### src/rtl/spi_byte_engine_pkg.sv
// Shared constants for the SPI byte engine and the peripheral that instantiates it.
package spi_byte_engine_pkg;

    typedef enum logic [1:0] {
        SPI_IDLE  = 2'd0,
        SPI_SHIFT = 2'd1,
        SPI_DONE  = 2'd2
    } spi_state_e;

    localparam int SPI_BYTE_BITS = 8;

endpackage

### src/rtl/spi_byte_engine.sv
// Mode-0 MSB-first SPI master shifter: pops a TX byte, exchanges it on mosi/miso,
// pushes the received byte. Starts only with RX space available, so pushes never stall.
module spi_byte_engine
    import spi_byte_engine_pkg::*;
#(
    parameter int CLK_DIV = 2
) (
    input  logic                     clk,
    input  logic                     rst,
    input  logic [SPI_BYTE_BITS-1:0] din,
    input  logic                     din_valid,
    output logic                     din_ready,
    output logic [SPI_BYTE_BITS-1:0] dout,
    output logic                     dout_valid,
    input  logic                     dout_ready,
    output logic                     busy,
    output logic                     sck,
    output logic                     mosi,
    input  logic                     miso
);

    localparam int               DIV_W    = (CLK_DIV > 1) ? $clog2(CLK_DIV) : 1;
    localparam logic [DIV_W-1:0] DIV_LAST = DIV_W'(CLK_DIV - 1);
    localparam logic [2:0]       BIT_LAST = 3'(SPI_BYTE_BITS - 1);

    spi_state_e               state;
    logic [DIV_W-1:0]         div_cnt;
    logic [2:0]               bit_cnt;
    logic [SPI_BYTE_BITS-1:0] tx_sr;
    logic [SPI_BYTE_BITS-1:0] rx_sr;
    logic                     div_tc;

    assign din_ready = (state == SPI_IDLE) && din_valid && dout_ready;
    assign div_tc    = (div_cnt == DIV_LAST);

    always_ff @(posedge clk or posedge rst) begin
        if (rst) begin
            state      <= SPI_IDLE;
            div_cnt    <= '0;
            bit_cnt    <= '0;
            tx_sr      <= '0;
            rx_sr      <= '0;
            sck        <= 1'b0;
            mosi       <= 1'b0;
            dout       <= '0;
            dout_valid <= 1'b0;
            busy       <= 1'b0;
        end else begin
            dout_valid <= 1'b0;
            case (state)
                SPI_IDLE: begin
                    if (din_ready) begin
                        tx_sr   <= din;
                        mosi    <= din[SPI_BYTE_BITS-1];
                        bit_cnt <= '0;
                        div_cnt <= '0;
                        busy    <= 1'b1;
                        state   <= SPI_SHIFT;
                    end
                end
                SPI_SHIFT: begin
                    if (!div_tc) begin
                        div_cnt <= div_cnt + 1'b1;
                    end else begin
                        div_cnt <= '0;
                        sck     <= ~sck;
                        if (!sck) begin
                            // Rising SCK: sample miso on the same clk edge.
                            rx_sr <= {rx_sr[SPI_BYTE_BITS-2:0], miso};
                        end else if (bit_cnt == BIT_LAST) begin
                            // Last falling edge: mosi keeps bit 0, result goes out next cycle.
                            dout       <= rx_sr;
                            dout_valid <= 1'b1;
                            state      <= SPI_DONE;
                        end else begin
                            bit_cnt <= bit_cnt + 1'b1;
                            tx_sr   <= {tx_sr[SPI_BYTE_BITS-2:0], 1'b0};
                            mosi    <= tx_sr[SPI_BYTE_BITS-2];
                        end
                    end
                end
                SPI_DONE: begin
                    busy  <= 1'b0;
                    state <= SPI_IDLE;
                end
                default: begin
                    busy  <= 1'b0;
                    sck   <= 1'b0;
                    state <= SPI_IDLE;
                end
            endcase
        end
    end

endmodule

### config.mk
export PLATFORM = sky130hd
export DESIGN_NAME = spi_byte_engine
export DESIGN_NICKNAME = d
export VERILOG_FILES = /design/src/rtl/spi_byte_engine_pkg.sv /design/src/rtl/spi_byte_engine.sv
export SDC_FILE = /design/constraint.sdc
export NUM_CORES = 1
export LEC_CHECK = 0
export ABC_AREA = 1
export ABC_CLOCK_PERIOD_IN_PS = 1400
export BUFFER_PORTS_ARGS = -buffer_cell sky130_fd_sc_hd__buf_2
export CAP_MARGIN = 25
export CORE_MARGIN = 2
export CORE_UTILIZATION = 35
export CTS_CLUSTER_DIAMETER = 200
export DETAILED_ROUTE_END_ITERATION = 16
export GPL_ROUTABILITY_DRIVEN = 0
export GPL_TIMING_DRIVEN = 0
export PLACE_DENSITY = 0.54
export SLEW_MARGIN = 20
export SYNTH_ARGS = -nofsm -noshare
export SYNTH_HDL_FRONTEND = slang
export SYNTH_SLANG_ARGS = --single-unit
### constraint.sdc
create_clock -name clk -period 1.4 [get_ports clk]
set_clock_uncertainty 0.2 [all_clocks]
set_input_delay 0.28 -clock clk [delete_from_list [all_inputs] [get_ports clk]]
set_output_delay 0.28 -clock clk [all_outputs]
set_load 0.02 [all_outputs]
; ---- Word-level counts from Yosys, hierarchy flattened
; Cells that the tools add are included.
[classes]
n_eq_ne = 8
muxes = 31
reduce_logical = 12
addsub = 2
n_bitwise = 3
[op_table]
columns = operator, n
row1 = 2-to-1 mux 7 bit, 4
row2 = one-hot mux 7 bit (2 select lines), 1
row3 = 2-to-1 mux 1 bit, 12
row4 = 2-to-1 mux 3 bit, 4
row5 = inequality test 2 bit (second input constant), 5
row6 = 2-to-1 mux 2 bit, 4
row7 = one-hot mux 1 bit (2 select lines), 4
row8 = AND reduction 4 bit, 2
row9 = one-hot mux 3 bit (2 select lines), 1
row10 = AND reduction 2 bit, 3
row11 = AND reduction 5 bit, 1
row12 = one-hot mux 2 bit (2 select lines), 1
row13 = adder 3 x 1 -> 3 bit (second input constant), 1
row14 = equality test 3 bit (second input constant), 1
row15 = inverter 1 bit, 3
row16 = AND reduction 3 bit, 1
row17 = equality test 2 x 1 -> 1 bit (second input constant), 1
row18 = equality test 2 bit (second input constant), 1
row19 = logical AND 1 bit, 2
row20 = zero test 2 bit, 1
row21 = nonzero test 2 bit, 1
row22 = OR reduction 2 bit, 1
row23 = adder 1 bit (second input constant), 1
[word_totals]
output_inout_bits = 13
regBits = 33
inputBits = 13
word_cells = 66

; ---- Depth between registers and ports, before layout
; Gate-level depths: netlist (run 1).
[logic_depth]
depth_word = 5
mapped_depth = 9
ltp_nobuf = 8

; ---- Worst setup path after synthesis (run 1)
; Ideal clock, no wire load.
[synth_path]
path_kind = register to register
start = reg bit_cnt[0]
end = reg mosi
path_stages_with_launch = 10
setup_slack_ns = -0.182
t_arrival_ns = 1.265
required_time_ns = 1.083
cell_sequence = dfrtp_1 -> ha_1 -> ha_1 -> inv_1 -> nand3_2 -> nand2_2 -> nand2_2 -> buf_6 -> nand2_1 -> nand2_1
[synth_via]
elab_chain_len = 3
[synth_lines]
columns = element, line
row1 = start: declaration, spi_byte_engine.sv:28  ; logic [2:0] bit_cnt;
row2 = start signal: assignment, spi_byte_engine.sv:76  ; bit_cnt <= bit_cnt + 1'b1;
row3 = equality test 3 bit, spi_byte_engine.sv:70  ; end else if (bit_cnt == BIT_LAST) begin
row4 = inequality test 2 bit (no source line), n/a
row5 = AND reduction 5 bit (no source line), n/a
row6 = end signal: assignment, spi_byte_engine.sv:54  ; mosi <= din[SPI_BYTE_BITS-1];
row7 = end signal: assignment, spi_byte_engine.sv:78  ; mosi <= tx_sr[SPI_BYTE_BITS-2];
row8 = end: declaration, spi_byte_engine.sv:18  ; output logic mosi,
; No other way between the ends.
; A chain may end at the register's enable or synchronous reset.

; ---- Worst setup path after layout (run 1)
[layout_path]
start = reg bit_cnt[0]
end = reg bit_cnt[2]
[layout_via]
elab_chain_len = 5
elab_cells_between_ends = 8
classes_between = add/sub (1) / eq/ne (2) / mux (4) / reduce/logical (1)
[layout_lines]
columns = element, line
row1 = adder 3 x 1 -> 3 bit, spi_byte_engine.sv:76
row2 = 2-to-1 mux 3 bit, spi_byte_engine.sv:70
row3 = 2-to-1 mux 3 bit, spi_byte_engine.sv:67  ; if (!sck) begin
row4 = 2-to-1 mux 3 bit, spi_byte_engine.sv:62  ; if (!div_tc) begin
row5 = one-hot mux 3 bit (2 select lines), spi_byte_engine.sv:50  ; case (state)
; Several ways; a longest one is shown, not always the timed one. The select of a mux whose other input is x is not followed.

==> flow_summary.json, run 1 <==
{
  "status": "finished, violations left",
  "failed_checks": "hold timing, setup timing",
  "synthArstFlopShare_pct": 100,
  "diodes": 0,
  "port_buffers": 25,
  "synth_flop_cell": "dfrtp_1",
  "ys_seq_elements": 33,
  "vias": 1268,
  "placed_area_sq_um": 1780,
  "setup_ws_ns": -0.188,
  "layout-area-overhead-vs-synth_pct": 46.4,
  "coreArea_sq_um": 4090,
  "syn_area_per_cell_sq_um": 8.67,
  "cts_buffer_depth": 2,
  "vias_per_cell": 4.56,
  "dp_cells": 250,
  "cts_buffers": 5,
  "syn-num-nets": 191,
  "insertion_delay_ns": 0.28,
  "yosys-top-cells-area": "dfrtp_1, nand2_1, nand3_1",
  "grt_antenna_before_repair": 0,
  "yosysTopAreaCell": "dfrtp_1",
  "maxCapViolCount": 0,
  "setup.worst_path.start_class": "register",
  "synth_common_cells": "nand2_1, dfrtp_1, nand3_1",
  "clock.fmax_mhz": 630,
  "cp-end-kind": "register",
  "layout-drive-gt1-share_pct": 53.1,
  "synth_top_area_share_pct": 54.5,
  "relSlewSlack_pct": 52.8,
  "ys_types": 18,
  "cts_tree": "built",
  "first_global_vias": 1280,
  "period_needed_ns": 1.59,
  "path_clk_slew_ns": 0.07,
  "power_mw": 4.76,
  "die_x_um": 69.8,
  "fin_nets": 243,
  "ff2ff_path_depth": 9,
  "cts.sinks": 33,
  "route.detailed.drc": 0,
  "synth_edf_count": 0,
  "clockRootBuffer": "clkbuf_8",
  "holdWs_ns": -0.0917,
  "fin_crit_sh_pct": 113,
  "reg2reg_setup_slack_ns": -0.19,
  "tightest_slew_ns": 0.707,
  "dr.pass1.iters": 4,
  "grt_max_degree": 34,
  "grt.total_usage_pct": 15.4,
  "p_leak_nw": 1.13,
  "synth-seq-area-share_pct": 54.5,
  "die_area_sq_um": 4880,
  "wire_per_inst_um": 12.5,
  "critical_path_required_ns": 1.37,
  "rows": 23,
  "drt_wl_total_um": 3480,
  "setup_viol": 21,
  "ir_drop_uv": 845,
  "htreeDepth": 2,
  "grt_pass1_wl_um": 5890,
  "r2r-end": "bit_cnt[2]",
  "cp_max_fo": 5,
  "path_class": "reg2reg",
  "synth_most_common_cell": "nand2_1",
  "reg2reg_from": "bit_cnt[0]",
  "num-fill-cells": 382,
  "tns_ns": -3.09,
  "yosysWarnings": 0,
  "hp-class": "in2async",
  "first_iter_violations": 57,
  "fin_cells": 278,
  "powerDensity_nw_per_um2": 2140,
  "syn_inst": 175,
  "final_hold_viol_count": 33,
  "pin_count": 26,
  "maxSlewViolCount": 0,
  "multi_input_area_sq_um": 749,
  "start_util_pct": 37.1,
  "syn_area_sq_um": 1520,
  "dpl.hpwl_um": 2170,
  "crit_arrival_ns": 1.56,
  "rsz0062_at_grt": "yes",
  "overflow": 0,
  "drtAntennaViolNets": 0,
  "fin_area_sq_um": 2220,
  "register_area_sq_um": 828,
  "dieHeight_um": 69.8
}
-- timing repair --
action                                 in CTS  in global routing
setup endpoints to repair                  33                 32
gates resized for setup                    29                 44
cloned                                      1                  3
endpoints found under the hold margin      33                 33
pin swaps                                   5                  8
buffers inserted                           11                  5
-- critical path, cell delays in order, from the launching register on --
cell and delay [ns]:
dfrtp_1 0.41, ha_4 0.19, ha_4 0.16, inv_2 0.04, nand3_2 0.06, nand2_2 0.10, nand2_2 0.08, buf_6 0.14
nand2_2 0.05, nand2_1 0.05
-- final cells by class --
class                   count  area share [%]
plain buffers               8            4.06
clock buffers               6            3.27
clock inverters             2           0.451
inverters                  20            3.49
multi-input cells         114            33.8
flip-flops and latches     33            37.3
well taps                  50            2.82
repair buffers             45            14.8
-- routing by layer --
| metal | vias up | global-route usage [%] | part of all wire (%) |
|---|---|---|---|
| li1 | 656 | - | - |
| met1 | 590 | 20.0 | 48 |
| met2 | 20 | 24.2 | 48 |
| met3 | 2 | 5.38 | 3.8 |
| met4 | 0 | 4.49 | 0.49 |
| met5 | - | 0 | 0 |
-- registers in the layout (all words and copies together), names as in the netlist, 2 cells and up --
| signal | flops |
|---|---|
| bit_cnt | 3 |
| state | 2 |
| rx_sr | 8 |
| dout | 8 |
| tx_sr | 7 |
-- cells by family (layout without fill, tap and decap cells) --
kind of cell | count (synthesis) | count (layout) | share of synthesized area, %
buffers and inverters | 28 | 81 | 9.32
adder cells (fa/ha/maj) | 3 | 3 | 2.48
AND/OR/NAND/NOR | 91 | 91 | 26.7
AO/OA/AOI/OAI | 20 | 20 | 7.10
flip-flops | 33 | 33 | 54.5
-- cells in the final DEF, fill, tap and decap left out, types with 7 or more instances in the layout --
| master | n |
|---|---|
| buf_2 | 24 |
| inv_1 | 15 |
| nand3_1 | 21 |
| a21oi_2 | 7 |
| buf_6 | 15 |
| nand2_2 | 25 |
| buf_4 | 12 |
| nand2_1 | 27 |
| dfrtp_1 | 31 |
-- power by group --
group	internal, mW	total [mW]	switching [mW]
Combinational	1.11	2.41	1.30
Sequential	1.35	1.67	0.318
Clock	0.344	0.686	0.342
-- per-stage QoR --
stage / utilization [%] / setup WS (ns)
3_3_place_gp: 43.5 / -0.288
4_1_cts: 50.0 / -0.167
5_1_grt: 54.3 / -0.277
2_1_floorplan: - / -0.0978
3_5_place_dp: 43.5 / -0.224
6_report: 54.3 / -0.188
-- worst max path at each step --
stage / start / endpoint / slack [ns] / depth (start not counted)
3_5_place_dp: bit_cnt[0] / dout[6] / -0.22 / 7
2_1_floorplan: bit_cnt[0] / mosi / -0.1 / 9
6_report: bit_cnt[0] / bit_cnt[2] / -0.19 / 9
4_1_cts: state[0] / din_ready / -0.17 / 5
3_3_place_gp: rst / tx_sr[2] / -0.29 / 2
5_1_grt: bit_cnt[0] / bit_cnt[1] / -0.28 / 9
(Power assumes the default switching activity.)
==> run 2: changes to the inputs <==
--- a/config.mk
+++ b/config.mk
@@ -9,6 +9,7 @@
 export ABC_CLOCK_PERIOD_IN_PS = 1400
 export BUFFER_PORTS_ARGS = -buffer_cell sky130_fd_sc_hd__buf_2
 export CAP_MARGIN = 25
+export CORE_ASPECT_RATIO = 1.1
 export CORE_MARGIN = 2
 export CORE_UTILIZATION = 35
 export CTS_CLUSTER_DIAMETER = 200
==> flow_summary.json, run 2 (synthesis gave the netlist of run 1 again) <==
{
  "status": "finished, violations left",
  "failed_checks": "hold timing, setup timing",
  "path_class": "reg2reg",
  "cts_buffers": 5,
  "dieHeight_um": 73.0,
  "hp-class": "in2async",
  "fin_cells": 283,
  "setup.worst_path.start_class": "register",
  "relSlewSlack_pct": 52.8,
  "fin_nets": 244,
  "setup_viol": 27,
  "cp_max_fo": 5,
  "final_hold_viol_count": 33,
  "cp-end-kind": "register",
  "dp_cells": 254,
  "crit_arrival_ns": 1.61,
  "p_switching_mw": 2.04,
  "cts.sinks": 33,
  "maxCapViolCount": 0,
  "fin_area_sq_um": 2220,
  "p_clk_share_pct": 14.4,
  "cts_tree": "built",
  "port_buffers": 25,
  "dpl.hpwl_um": 2310,
  "die_area_sq_um": 4880,
  "period_needed_ns": 1.62,
  "num-fill-cells": 429,
  "wire_per_inst_um": 13.5,
  "vias_per_cell": 4.81,
  "seqPwrFrac_pct": 34.5,
  "coreArea_sq_um": 4220,
  "clock.fmax_mhz": 616,
  "dr.pass1.iters": 4,
  "insertion_delay_ns": 0.29,
  "drt_wl_total_um": 3830,
  "grt_pass1_wl_um": 5710,
  "powerDensity_nw_per_um2": 2160,
  "first_global_vias": 1232,
  "cts_buffer_depth": 2,
  "switching_share_pct": 42.4,
  "maxSlewViolCount": 0,
  "most-common-layout-cells": "dfrtp_1, nand2_1, buf_2, nand2_2, nand3_1",
  "path_clk_slew_ns": 0.07,
  "tns_ns": -3.00,
  "first_iter_violations": 53,
  "power_mw": 4.80,
  "die_x_um": 66.8,
  "critical_path_required_ns": 1.39,
  "pin_count": 26,
  "internal_power_mw": 2.76,
  "vias": 1362,
  "htreeDepth": 2,
  "final_common_cell": "dfrtp_1",
  "overflow": 0,
  "diodes": 0,
  "p_leak_nw": 1.11,
  "grt.total_usage_pct": 16.2,
  "placed_area_sq_um": 1780,
  "holdWs_ns": -0.0981,
  "crit_start": "bit_cnt[0]",
  "layout-drive-gt1-share_pct": 52.0,
  "clockRootBuffer": "clkbuf_8",
  "layout-area-overhead-vs-synth_pct": 46.4,
  "fin_crit_sh_pct": 116,
  "grt_max_degree": 34,
  "route.detailed.drc": 0,
  "rsz0062_at_grt": "yes",
  "tightest_slew_ns": 0.708,
  "ir_drop_uv": 995,
  "combinationalPowerShare_pct": 51.1,
  "setup_ws_ns": -0.224,
  "reg2reg_from": "bit_cnt[0]",
  "drtAntennaViolNets": 0,
  "top_regs": "dout: 8 flops, rx_sr: 8 flops, tx_sr: 7 flops",
  "rows": 25,
  "start_util_pct": 35.9,
  "grt_antenna_before_repair": 0
}
==> run 2: layout make-up <==
type / count / area [sq um] / share of cell area, %
Timing Repair Buffer: 45 / 300 / 13.5
Tap cell: 54 / 67.6 / 3.04
Multi-Input combinational cell: 116 / 791 / 35.6
Buffer: 7 / 75.1 / 3.38
Clock buffer: 8 / 80.1 / 3.61
Inverter: 20 / 77.6 / 3.49
Sequential cell: 33 / 828 / 37.3
==> run 2: worst max-delay path: stages (launching register included) <==
cell and delay (ns):
dfrtp_1 0.41, ha_4 0.19, ha_4 0.16, inv_2 0.07
nand3_4 0.08, nand2_4 0.10, nand2_4 0.06, buf_6 0.14
nand2_2 0.06, nand2_2 0.05
==> run 2: timing repair <==
action                                 in CTS  in global routing
setup buffers                               7                 12
setup endpoints to repair                  34                 32
gates cloned                                0                  3
gates resized for setup                    19                 50
endpoints found under the hold margin      33                 33
pin swaps                                   4                 16
==> run 2: path summary, 6_finish.rpt <==
| kind | cells past startpoint | end | slack [ns] |
|---|---|---|---|
| worst max-delay path | 9 | tx_sr[5] | -0.22 |
| worst min-delay path | 2 | tx_sr[3] | -0.1 |
| worst max register to register | 9 | tx_sr[5] | -0.22 |
| worst min register to register | 2 | mosi | 0.28 |
| max in group asynchronous | 2 | state[1] | 0.60 |
| min in group clk | 3 | rx_sr[0] | 0.03 |
==> run 2: power groups by stage <==
stage / combinational, mW / sequential, mW / clock, mW
2_1_floorplan: 1.08 / 1.79 / 0
3_3_place_gp: 1.68 / 1.60 / 0
3_5_place_dp: 1.74 / 1.62 / 0
6_report: 2.45 / 1.66 / 0.691
5_1_grt: 2.69 / 1.70 / 0.757
4_1_cts: 1.86 / 1.63 / 0.713
==> run 2: layer usage <==
metal | GRT usage, % | part of all wire, % | up-vias
li1 | - | - | 658
met1 | 18.8 | 41 | 665
met2 | 26.7 | 52 | 32
met3 | 5.40 | 4.4 | 7
met4 | 8.16 | 1.9 | 0
met5 | 0 | 0 | -
==> run 2: metrics by stage <==
step	utilization [%]	setup slack, ns
finish	52.6	-0.224
global placement	42.3	-0.297
CTS	46.7	-0.180
floorplan	-	-0.0978
detailed placement	42.3	-0.239
global route	52.6	-0.273
==> run 3: changes to the inputs <==
--- a/config.mk
+++ b/config.mk
@@ -13,10 +13,11 @@
 export CORE_MARGIN = 2
 export CORE_UTILIZATION = 35
 export CTS_CLUSTER_DIAMETER = 200
+export CTS_CLUSTER_SIZE = 12
 export DETAILED_ROUTE_END_ITERATION = 16
 export GPL_ROUTABILITY_DRIVEN = 0
 export GPL_TIMING_DRIVEN = 0
-export PLACE_DENSITY = 0.54
+export SETUP_SLACK_MARGIN = 0.3
 export SLEW_MARGIN = 20
 export SYNTH_ARGS = -nofsm -noshare
 export SYNTH_HDL_FRONTEND = slang
==> flow_summary.json, run 3 (synthesis gave the netlist of run 1 again) <==
{
  "status": "finished, violations left",
  "failed_checks": "hold timing, setup timing",
  "period_needed_ns": 1.58,
  "die_x_um": 66.8,
  "maxSlewViolCount": 0,
  "first_iter_violations": 50,
  "wire_per_inst_um": 13.3,
  "final_common_cell": "dfrtp_1",
  "cts_tree": "built",
  "clock.fmax_mhz": 633,
  "top_regs": "dout: 8 flops, rx_sr: 8 flops, tx_sr: 7 flops",
  "dr.pass1.iters": 4,
  "vias_per_cell": 4.63,
  "num-fill-cells": 384,
  "ir_drop_uv": 1190,
  "layout-area-overhead-vs-synth_pct": 65.8,
  "first_global_vias": 1262,
  "grt_pass1_wl_um": 6030,
  "layout-drive-gt1-share_pct": 58.8,
  "die_area_sq_um": 4880,
  "crit_arrival_ns": 1.55,
  "fin_area_sq_um": 2510,
  "route.detailed.drc": 0,
  "coreArea_sq_um": 4220,
  "crit_start": "bit_cnt[0]",
  "reg2reg_from": "bit_cnt[0]",
  "setup_ws_ns": -0.180,
  "start_util_pct": 35.9,
  "path_clk_slew_ns": 0.06,
  "cts_buffers": 5,
  "grt.total_usage_pct": 16.8,
  "pin_count": 26,
  "clockRootBuffer": "clkbuf_8",
  "fin_nets": 256,
  "grt_max_degree": 34,
  "diodes": 0,
  "holdWs_ns": -0.102,
  "vias": 1360,
  "cp-end-kind": "register",
  "rows": 25,
  "cts_buffer_depth": 2,
  "htreeDepth": 2,
  "rsz0062_at_grt": "yes",
  "overflow": 0,
  "final_hold_viol_count": 33,
  "fin_crit_sh_pct": 113,
  "tightest_slew_ns": 0.716,
  "relSlewSlack_pct": 52.2,
  "placed_area_sq_um": 1830,
  "p_leak_nw": 1.25,
  "tns_ns": -2.81,
  "most-common-layout-cells": "dfrtp_1, buf_6, nand2_1, buf_4, nand3_1",
  "powerDensity_nw_per_um2": 2220,
  "dpl.hpwl_um": 2120,
  "path_class": "reg2reg",
  "port_buffers": 25,
  "drt_wl_total_um": 3900,
  "grt_antenna_before_repair": 0,
  "insertion_delay_ns": 0.29,
  "maxCapViolCount": 0,
  "drtAntennaViolNets": 0,
  "post-route-util_pct": 59.6,
  "multi_input_area_sq_um": 830,
  "register_area_sq_um": 830,
  "setup.worst_path.start_class": "register",
  "cts.sinks": 33,
  "dieHeight_um": 73.0,
  "hp-class": "in2async",
  "critical_path_required_ns": 1.37,
  "setup_viol": 29,
  "cp_max_fo": 5
}
-- run 3: cell types whose count changed in the layout (fill, tap and decap cells not counted), moves of 4 or more --
cell     previous run  this run
buf_2              24        12
buf_4              17        23
buf_6              10        26
nand2_2            23        18
nand2_4             2         8
o21ai_1             7         3
o21ai_2             3         7
-- run 3: path summary, 6_finish.rpt --
| kind | endpoint | slack [ns] | cells past startpoint |
|---|---|---|---|
| setup / recovery | bit_cnt[0] | -0.18 | 9 |
| hold / removal | busy | -0.10 | 2 |
| setup reg to reg | bit_cnt[0] | -0.18 | 9 |
| hold reg to reg | tx_sr[6] | 0.29 | 2 |
| max in group asynchronous | state[1] | 0.67 | 2 |
| min in group clk | rx_sr[0] | 0.03 | 3 |
-- run 3: area by class of cell --
class | count | area share, %
timing repair buffer | 58 | 20.8
inverter | 20 | 3.23
sequential | 33 | 33.0
clock buffer | 7 | 3.43
tap | 54 | 2.69
multi-input combinational | 114 | 33.0
buffer | 8 | 3.88
-- run 3: repair_timing --
item | in CTS | in global routing
pin swaps | 7 | 4
setup endpoints to repair | 45 | 46
buffers inserted | 17 | 13
gates cloned | 2 | 1
gates resized for setup | 57 | 47
endpoints found under the hold margin | 33 | 33
-- run 3: layer usage --
| layer | wire, um | track usage (%) | vias to the layer above |
|---|---|---|---|
| met4 | 65 | 6.80 | 0 |
| met5 | 0 | 0 | - |
| met1 | 1680 | 21.5 | 646 |
| li1 | - | - | 682 |
| met2 | 2000 | 26.8 | 25 |
| met3 | 153 | 4.63 | 7 |
-- run 3: stage by stage --
step / cells / hold WS, ns / total power [mW] / setup slack, ns
CTS: 280 / -0.0786 / 4.94 / -0.188
detailed placement: 254 / 0.230 / 3.44 / -0.240
floorplan: 175 / 0.0145 / 2.97 / -0.0949
finish: 294 / -0.102 / 5.59 / -0.180
global placement: 254 / 0.234 / 3.39 / -0.223
global route: 294 / -0.0350 / 5.96 / -0.239
-- run 3: critical path: stages, from the launching register on --
cell,delay [ns]
dfrtp_1,0.41
ha_4,0.19
ha_4,0.16
inv_4,0.05
nand3_4,0.06
nand2_4,0.09
nand2_4,0.06
buf_6,0.15
nand2_2,0.05
nand2_1,0.05
-- run 3: report_power, final --
group	switching (mW)	leakage, nW	internal, mW
logic	1.54	0.794	1.62
clock network	0.344	0.0443	0.390
registers	0.348	0.410	1.35
